`src/rtl/status_buttons.sv`:
```
// Debounced front-panel button reader: per channel sync, debounce, press/long FSM, sticky event flag.
// Define STATUS_BUTTONS_REPEAT_EN to emit repeating longPulse strobes while a button stays held.
module status_buttons_ch #(
  parameter int DEBOUNCE_CYCLES = 250000,
  parameter int LONG_CYCLES     = 50000000
`ifdef STATUS_BUTTONS_REPEAT_EN
  , parameter int REPEAT_CYCLES = 10000000
`endif
) (
  input  logic clock,
  input  logic reset,
  input  logic n_button,
  input  logic ack,
  output logic level,
  output logic press_pulse,
  output logic rel_pulse,
  output logic long_pulse,
  output logic pending
);
  localparam int DW = $clog2(DEBOUNCE_CYCLES + 1);
`ifdef STATUS_BUTTONS_REPEAT_EN
  localparam int HOLD_MAX = (LONG_CYCLES > REPEAT_CYCLES) ? LONG_CYCLES : REPEAT_CYCLES;
`else
  localparam int HOLD_MAX = LONG_CYCLES;
`endif
  localparam int HW = $clog2(HOLD_MAX + 1);

  localparam logic [1:0] ST_RELEASED = 2'd0;
  localparam logic [1:0] ST_PRESSED  = 2'd1;
  localparam logic [1:0] ST_HELD     = 2'd2;

  logic          s1_q, s1_d, s2_q, s2_d;
  logic [DW-1:0] deb_cnt_q, deb_cnt_d;
  logic          level_q, level_d;
  logic [1:0]    state_q, state_d;
  logic [HW-1:0] hold_q, hold_d;
  logic          press_q, press_d, rel_q, rel_d, long_q, long_d, pend_q, pend_d;
  logic          accept;

  always_comb begin
    // inversion at the first flop so everything downstream is active-high
    s1_d      = ~n_button;
    s2_d      = s1_q;
    deb_cnt_d = '0;
    level_d   = level_q;
    accept    = 1'b0;
    if (s2_q != level_q) begin
      if (deb_cnt_q == DW'(DEBOUNCE_CYCLES - 1)) begin
        level_d = ~level_q;
        accept  = 1'b1;
      end else begin
        deb_cnt_d = deb_cnt_q + 1'b1;
      end
    end

    state_d = state_q;
    hold_d  = hold_q;
    press_d = 1'b0;
    rel_d   = 1'b0;
    long_d  = 1'b0;
    case (state_q)
      ST_RELEASED: begin
        if (accept && level_d) begin
          state_d = ST_PRESSED;
          press_d = 1'b1;
          hold_d  = '0;
        end
      end
      ST_PRESSED: begin
        if (accept) begin
          state_d = ST_RELEASED;
          rel_d   = 1'b1;
          hold_d  = '0;
        end else if (hold_q == HW'(LONG_CYCLES - 1)) begin
          state_d = ST_HELD;
          long_d  = 1'b1;
          hold_d  = '0;
        end else begin
          hold_d = hold_q + 1'b1;
        end
      end
      ST_HELD: begin
        if (accept) begin
          state_d = ST_RELEASED;
          rel_d   = 1'b1;
          hold_d  = '0;
        end else begin
`ifdef STATUS_BUTTONS_REPEAT_EN
          if (hold_q == HW'(REPEAT_CYCLES - 1)) begin
            long_d = 1'b1;
            hold_d = '0;
          end else begin
            hold_d = hold_q + 1'b1;
          end
`else
          hold_d = '0;
`endif
        end
      end
      default: begin
        state_d = ST_RELEASED;
        hold_d  = '0;
      end
    endcase

    // a new event beats a simultaneous acknowledge
    if (press_d || long_d) pend_d = 1'b1;
    else if (ack)          pend_d = 1'b0;
    else                   pend_d = pend_q;
  end

  always_ff @(posedge clock) begin
    if (reset) begin
      s1_q      <= 1'b0;
      s2_q      <= 1'b0;
      deb_cnt_q <= '0;
      level_q   <= 1'b0;
      state_q   <= ST_RELEASED;
      hold_q    <= '0;
      press_q   <= 1'b0;
      rel_q     <= 1'b0;
      long_q    <= 1'b0;
      pend_q    <= 1'b0;
    end else begin
      s1_q      <= s1_d;
      s2_q      <= s2_d;
      deb_cnt_q <= deb_cnt_d;
      level_q   <= level_d;
      state_q   <= state_d;
      hold_q    <= hold_d;
      press_q   <= press_d;
      rel_q     <= rel_d;
      long_q    <= long_d;
      pend_q    <= pend_d;
    end
  end

  assign level       = level_q;
  assign press_pulse = press_q;
  assign rel_pulse   = rel_q;
  assign long_pulse  = long_q;
  assign pending     = pend_q;
endmodule

module status_buttons #(
  parameter int CHANNELS        = 4,
  parameter int DEBOUNCE_CYCLES = 250000,
  parameter int LONG_CYCLES     = 50000000,
  parameter int REPEAT_CYCLES   = 10000000
) (
  input  logic                clock,
  input  logic                reset,
  input  logic [CHANNELS-1:0] nButtons,
  input  logic [CHANNELS-1:0] eventAck,
  output logic [CHANNELS-1:0] buttonLevel,
  output logic [CHANNELS-1:0] pressPulse,
  output logic [CHANNELS-1:0] releasePulse,
  output logic [CHANNELS-1:0] longPulse,
  output logic [CHANNELS-1:0] eventPending
);
  localparam bit CFG_OK = (CHANNELS >= 1) && (CHANNELS <= 8) && (DEBOUNCE_CYCLES >= 1) &&
                          (LONG_CYCLES >= 1) && (REPEAT_CYCLES >= 1);

  if (!CFG_OK) begin : g_bad_cfg
    $error("status_buttons: parameter out of range");
  end

  status_buttons_ch #(
    .DEBOUNCE_CYCLES(DEBOUNCE_CYCLES),
    .LONG_CYCLES    (LONG_CYCLES)
`ifdef STATUS_BUTTONS_REPEAT_EN
    , .REPEAT_CYCLES(REPEAT_CYCLES)
`endif
  ) u_ch [CHANNELS-1:0] (
    .clock      (clock),
    .reset      (reset),
    .n_button   (nButtons),
    .ack        (eventAck),
    .level      (buttonLevel),
    .press_pulse(pressPulse),
    .rel_pulse  (releasePulse),
    .long_pulse (longPulse),
    .pending    (eventPending)
  );
endmodule

```
`config.mk`:
```
export PLATFORM = sky130hd
export DESIGN_NAME = status_buttons
export DESIGN_NICKNAME = d
export VERILOG_FILES = /design/src/rtl/status_buttons.sv
export SDC_FILE = /design/constraint.sdc
export NUM_CORES = 1
export LEC_CHECK = 0
export CORE_ASPECT_RATIO = 1.75
export CORE_MARGIN = 1.5
export CORE_UTILIZATION = 25
export DETAILED_ROUTE_END_ITERATION = 10
export GPL_TIMING_DRIVEN = 0
export PLACE_DENSITY = 0.48
export REMOVE_ABC_BUFFERS = 1
export SLEW_MARGIN = 40
export SYNTH_ARGS = -nofsm -noshare
export SYNTH_HDL_FRONTEND = slang
export SYNTH_SLANG_ARGS = --single-unit
```
`constraint.sdc`:
```
create_clock -name clock -period 7.7 [get_ports clock]
set_input_delay 1.54 -clock clock [delete_from_list [all_inputs] [get_ports clock]]
set_output_delay 1.54 -clock clock [all_outputs]
set_load 0.01 [all_outputs]
```
==> summary by stage <==
Finish
The repair_antennas step left the layout with diodes totalling 0. The filler cells instantiated in the layout total 4185. The signed area change from the synthesized netlist to the final layout is 16.44%.

Once layout is complete, the utilization of the core stands at 0.2966. After the last flow step, the layout net total stands at 1192. In the layout the commonest cells are 212 x sky130_fd_sc_hd__dfxtp_1, 200 x sky130_fd_sc_hd__nor2_1, 87 x sky130_fd_sc_hd__xnor2_1. The commonest non-fill, non-tap cell in the layout is sky130_fd_sc_hd__dfxtp_1. Of the cells placed in the final design, the portion with a size suffix greater than 1 is 0.05508.

Setup path
The slowest cell on the critical path is sky130_fd_sc_hd__clkdlybuf4s50_1. The maximum cell stage delay along the critical path is slightly below 0.6 ns. The maximum fanout along the worst path is 5. The number of buffers and inverters on the critical path is 1.

For the worst setup path, the data required time is 6.16 ns. The type of destination of the critical path is an output pin. The worst flop-to-flop path endpoint is u_ch[2].hold_q[14]. For the worst flop-to-flop path, the logic depth is 6. The critical path is of the flip-flop to output pin type.

The data arrival time of the worst path is roughly 1.5 ns. In this run the critical register-to-register path is launched from u_ch[2].deb_cnt_q[11]. The family of cells with the greatest summed delay on the critical path is buffers and inverters. Traced cell by cell, the critical path runs through clkdlybuf4s50_1. The worst setup path is launched from a flip-flop.

The register-to-register setup slack is about 4.8 ns.

Placement
The global placer's final weighted congestion is around 0.75. The count of buffers added on input and output ports is 29. Once detailed placement completed, the half-perimeter wirelength came to ~15000 um.

Timing
Setup repair after global routing left no endpoint under its margin. The accumulated negative setup slack is 0 ns. Derived from the worst setup path, the maximum achievable clock frequency is approximately 330 MHz. The count of endpoints failing setup in the final report is 0. The final period demand of the worst path is 3.055 ns.

The max-slew violation count is 0. The final cycle utilization of the critical path is 0.3968. Headroom to the max-slew limit came out at 0.5222. At the pin with the least slew margin, the transition time is 0.7166 ns. Between clock sinks in the finished design, the worst skew comes to between 0.015 and 0.02 ns.

The number of failing hold endpoints at the final stage was 0.

Synthesis
After synthesis the cells add up to approximately 0.0098 mm2. The post-synthesis register bit count is roughly 210. The number of standard cells after synthesis is 1159. The synthesized area divided by synthesized cell count is 8.465 um2. In the synthesized netlist the async set-or-reset flop fraction comes to 0. In the synthesized netlist the dominant register cell turns out to be sky130_fd_sc_hd__dfxtp_1. Counting distinct cell types in the post-synthesis netlist gives between 50 and 60. The proportion of synthesized chip area in sequential cells is 0.4326. Yosys printed 0 warnings. The number of synthesized flops with an enable pin is 0.

Clock tree
CTS built an H-tree with a depth of 1. The total of hold buffers inserted after clock tree synthesis is 0. In this run the post-CTS setup repair buffer count came out at 0.

In this run the clock root is driven by a sky130_fd_sc_hd__clkbuf_16. In this run the deepest clock path goes through 3 buffers. The total CTS buffers is 24.

The TritonCTS clock tree is done. The later pin in the worst-skew pair is clocked with a latency of between 0.5 and 0.6 ns. The clock-pin slew on the worst setup and hold paths is 0.06 ns. The clock sink count is roughly 210. In this run, post-CTS repair resized a total of 0 instances.

Routing
The via count is 7812. After the first detailed-routing iteration, the DRC count stood at between 200 and 300. The pre-antenna-repair detailed-routing pass consisted of 4 iterations.

The via-per-instance ratio is about 4.7. The DRC violation count after routing is 0. The total wire length is between 20000 and 25000 um.

The routed length per placed instance is approximately 13 um. The remaining number of nets flagged by the antenna check after routing is 0.

Die
Measured along the x axis, the die boundary spans ~150 um. The floorplan die height is approximately 270 um. The die covers around 0.04 mm2. The area of the core region is ~0.039 mm2.

The number of standard-cell rows in the floorplan is 95. 30 I/O pins were placed. The initial utilization of the core area, before any placement, comes to 0.2547.

Min path
The worst-case hold path end point is u_ch[3].s2_q. Counting instances, the worst hold path has a depth of 1. The hold path startpoint is u_ch[3].s1_q.

The path class of the tightest hold or removal check is flip-flop to flip-flop.

Global routing
The peak-usage layer in the global routing report is met2. The total overflow left after global routing is 0. In the global route stage, met2 resource usage came out at 0.2073. The number of global-route vias before repair came to approximately 7.8k. For this run, global-route usage on met3 was measured as 0.01678. Entering global routing, the biggest net connects 41 pins. The met1 capacity usage during global routing is 0.1193. Across every metal layer, demand over resource in global routing totals 0.1093. The wire length of the first global-routing pass is ~38000 um. The number of antenna violations at the first check in global routing is 0.

Pwr
The total power per unit cell area is 206.8 mW/mm2. The worst-case vdd ir drop is 0.0001550 V. The leakage power summed over all cells is around 3.6 nW.

Run status
The flow ran to the end, and the final reports show no timing, DRC or antenna violations.

Flow run
Max-cap violations in this run came to 0.
## state kept, by name, indices dropped and copies added (netlist names)
register	count
u_ch.hold_q	104
u_ch.s1_q	4
u_ch.state_q	8
u_ch.level	4
u_ch.rel_pulse	4
u_ch.pending	4
u_ch.s2_q	4
u_ch.long_pulse	4
u_ch.deb_cnt_q	72
u_ch.press_pulse	4
## layout make-up
| cell class | count | area, um2 | area share |
|---|---|---|---|
| inverters | 25 | 93.84 | 0.008215 |
| clock inverters | 5 | 100.1 | 0.008762 |
| flip-flops and latches | 212 | 4244 | 0.3715 |
| well taps | 485 | 606.8 | 0.05312 |
| multi-input cells | 865 | 5276 | 0.4619 |
| repair buffers | 34 | 344.1 | 0.03012 |
| clock buffers | 39 | 758.2 | 0.06637 |
## worst max-delay path by stage
| stage | slack [ns] | start | cells past startpoint | end |
|---|---|---|---|---|
| 3_5_place_dp | 4.25 | reset | 6 | u_ch[2].hold_q[16] |
| 4_1_cts | 4.59 | u_ch[3].level | 1 | buttonLevel[3] |
| 5_1_grt | 4.54 | u_ch[2].level | 1 | buttonLevel[2] |
| 3_3_place_gp | 1.22 | reset | 5 | u_ch[2].hold_q[14] |
| 6_report | 4.64 | u_ch[3].level | 1 | buttonLevel[3] |
| 2_1_floorplan | 4.60 | reset | 4 | u_ch[2].hold_q[14] |
## kinds of logic (layout without fill, tap and decap cells)
group,after synthesis,after routing,share of synthesized area
AND/OR/NAND/NOR,606,606,0.3116
flip-flops,212,212,0.4326
XOR/XNOR,153,153,0.1366
adder cells (fa/ha/maj),20,20,0.02551
buffers and inverters,82,103,0.04030
AO/OA/AOI/OAI,86,86,0.05344
## synth_stat cells (9+ instances only)
cell	count	share of area
sky130_fd_sc_hd__nor2b_1	14	0.0089
sky130_fd_sc_hd__a21oi_1	32	0.016
sky130_fd_sc_hd__nor4_1	35	0.022
sky130_fd_sc_hd__xnor2_1	87	0.078
sky130_fd_sc_hd__ha_1	20	0.026
sky130_fd_sc_hd__or4_1	9	0.0069
sky130_fd_sc_hd__buf_4	20	0.015
sky130_fd_sc_hd__dfxtp_1	212	0.43
sky130_fd_sc_hd__nor3_1	41	0.021
sky130_fd_sc_hd__nand3_1	72	0.037
sky130_fd_sc_hd__or3_1	15	0.0096
sky130_fd_sc_hd__and3_1	30	0.019
sky130_fd_sc_hd__nor2_1	200	0.077
sky130_fd_sc_hd__nor4b_1	10	0.0089
sky130_fd_sc_hd__o21ai_0	20	0.010
sky130_fd_sc_hd__clkbuf_1	31	0.012
sky130_fd_sc_hd__nand4_1	54	0.034
sky130_fd_sc_hd__nand2_1	81	0.031
sky130_fd_sc_hd__inv_1	25	0.0096
sky130_fd_sc_hd__xor2_1	66	0.059
## metrics by stage
step	hold WS [ns]	std cells	power, mW	instance area, um2	worst slack (ns)
after global routing	0.4663	1665	2.462	11420	4.544
after floorplan	0.4138	1102	1.137	9509	4.602
after detailed placement	0.4246	1621	1.157	10550	4.248
final	0.4393	1665	2.362	11420	4.645
after global placement	0.4202	1616	1.153	10410	1.217
after CTS	0.4395	1665	2.417	11410	4.586
## layer usage
metal  vias to the layer above  share of wire  wire [um]
li1                       4022              -          -
met1                      3678           0.41       8968
met2                        80           0.53      11520
met3                        32          0.031        673
met4                         0          0.026        556
met5                         -              0          0
## power breakdown
| part | switching [mW] | internal [mW] | total (mW) |
|---|---|---|---|
| logic | 0.0207 | 0.00930 | 0.0300 |
| registers | 0.00176 | 1.10 | 1.10 |
| clock network | 0.461 | 0.770 | 1.23 |
Power figures use the tool's default switching activity.
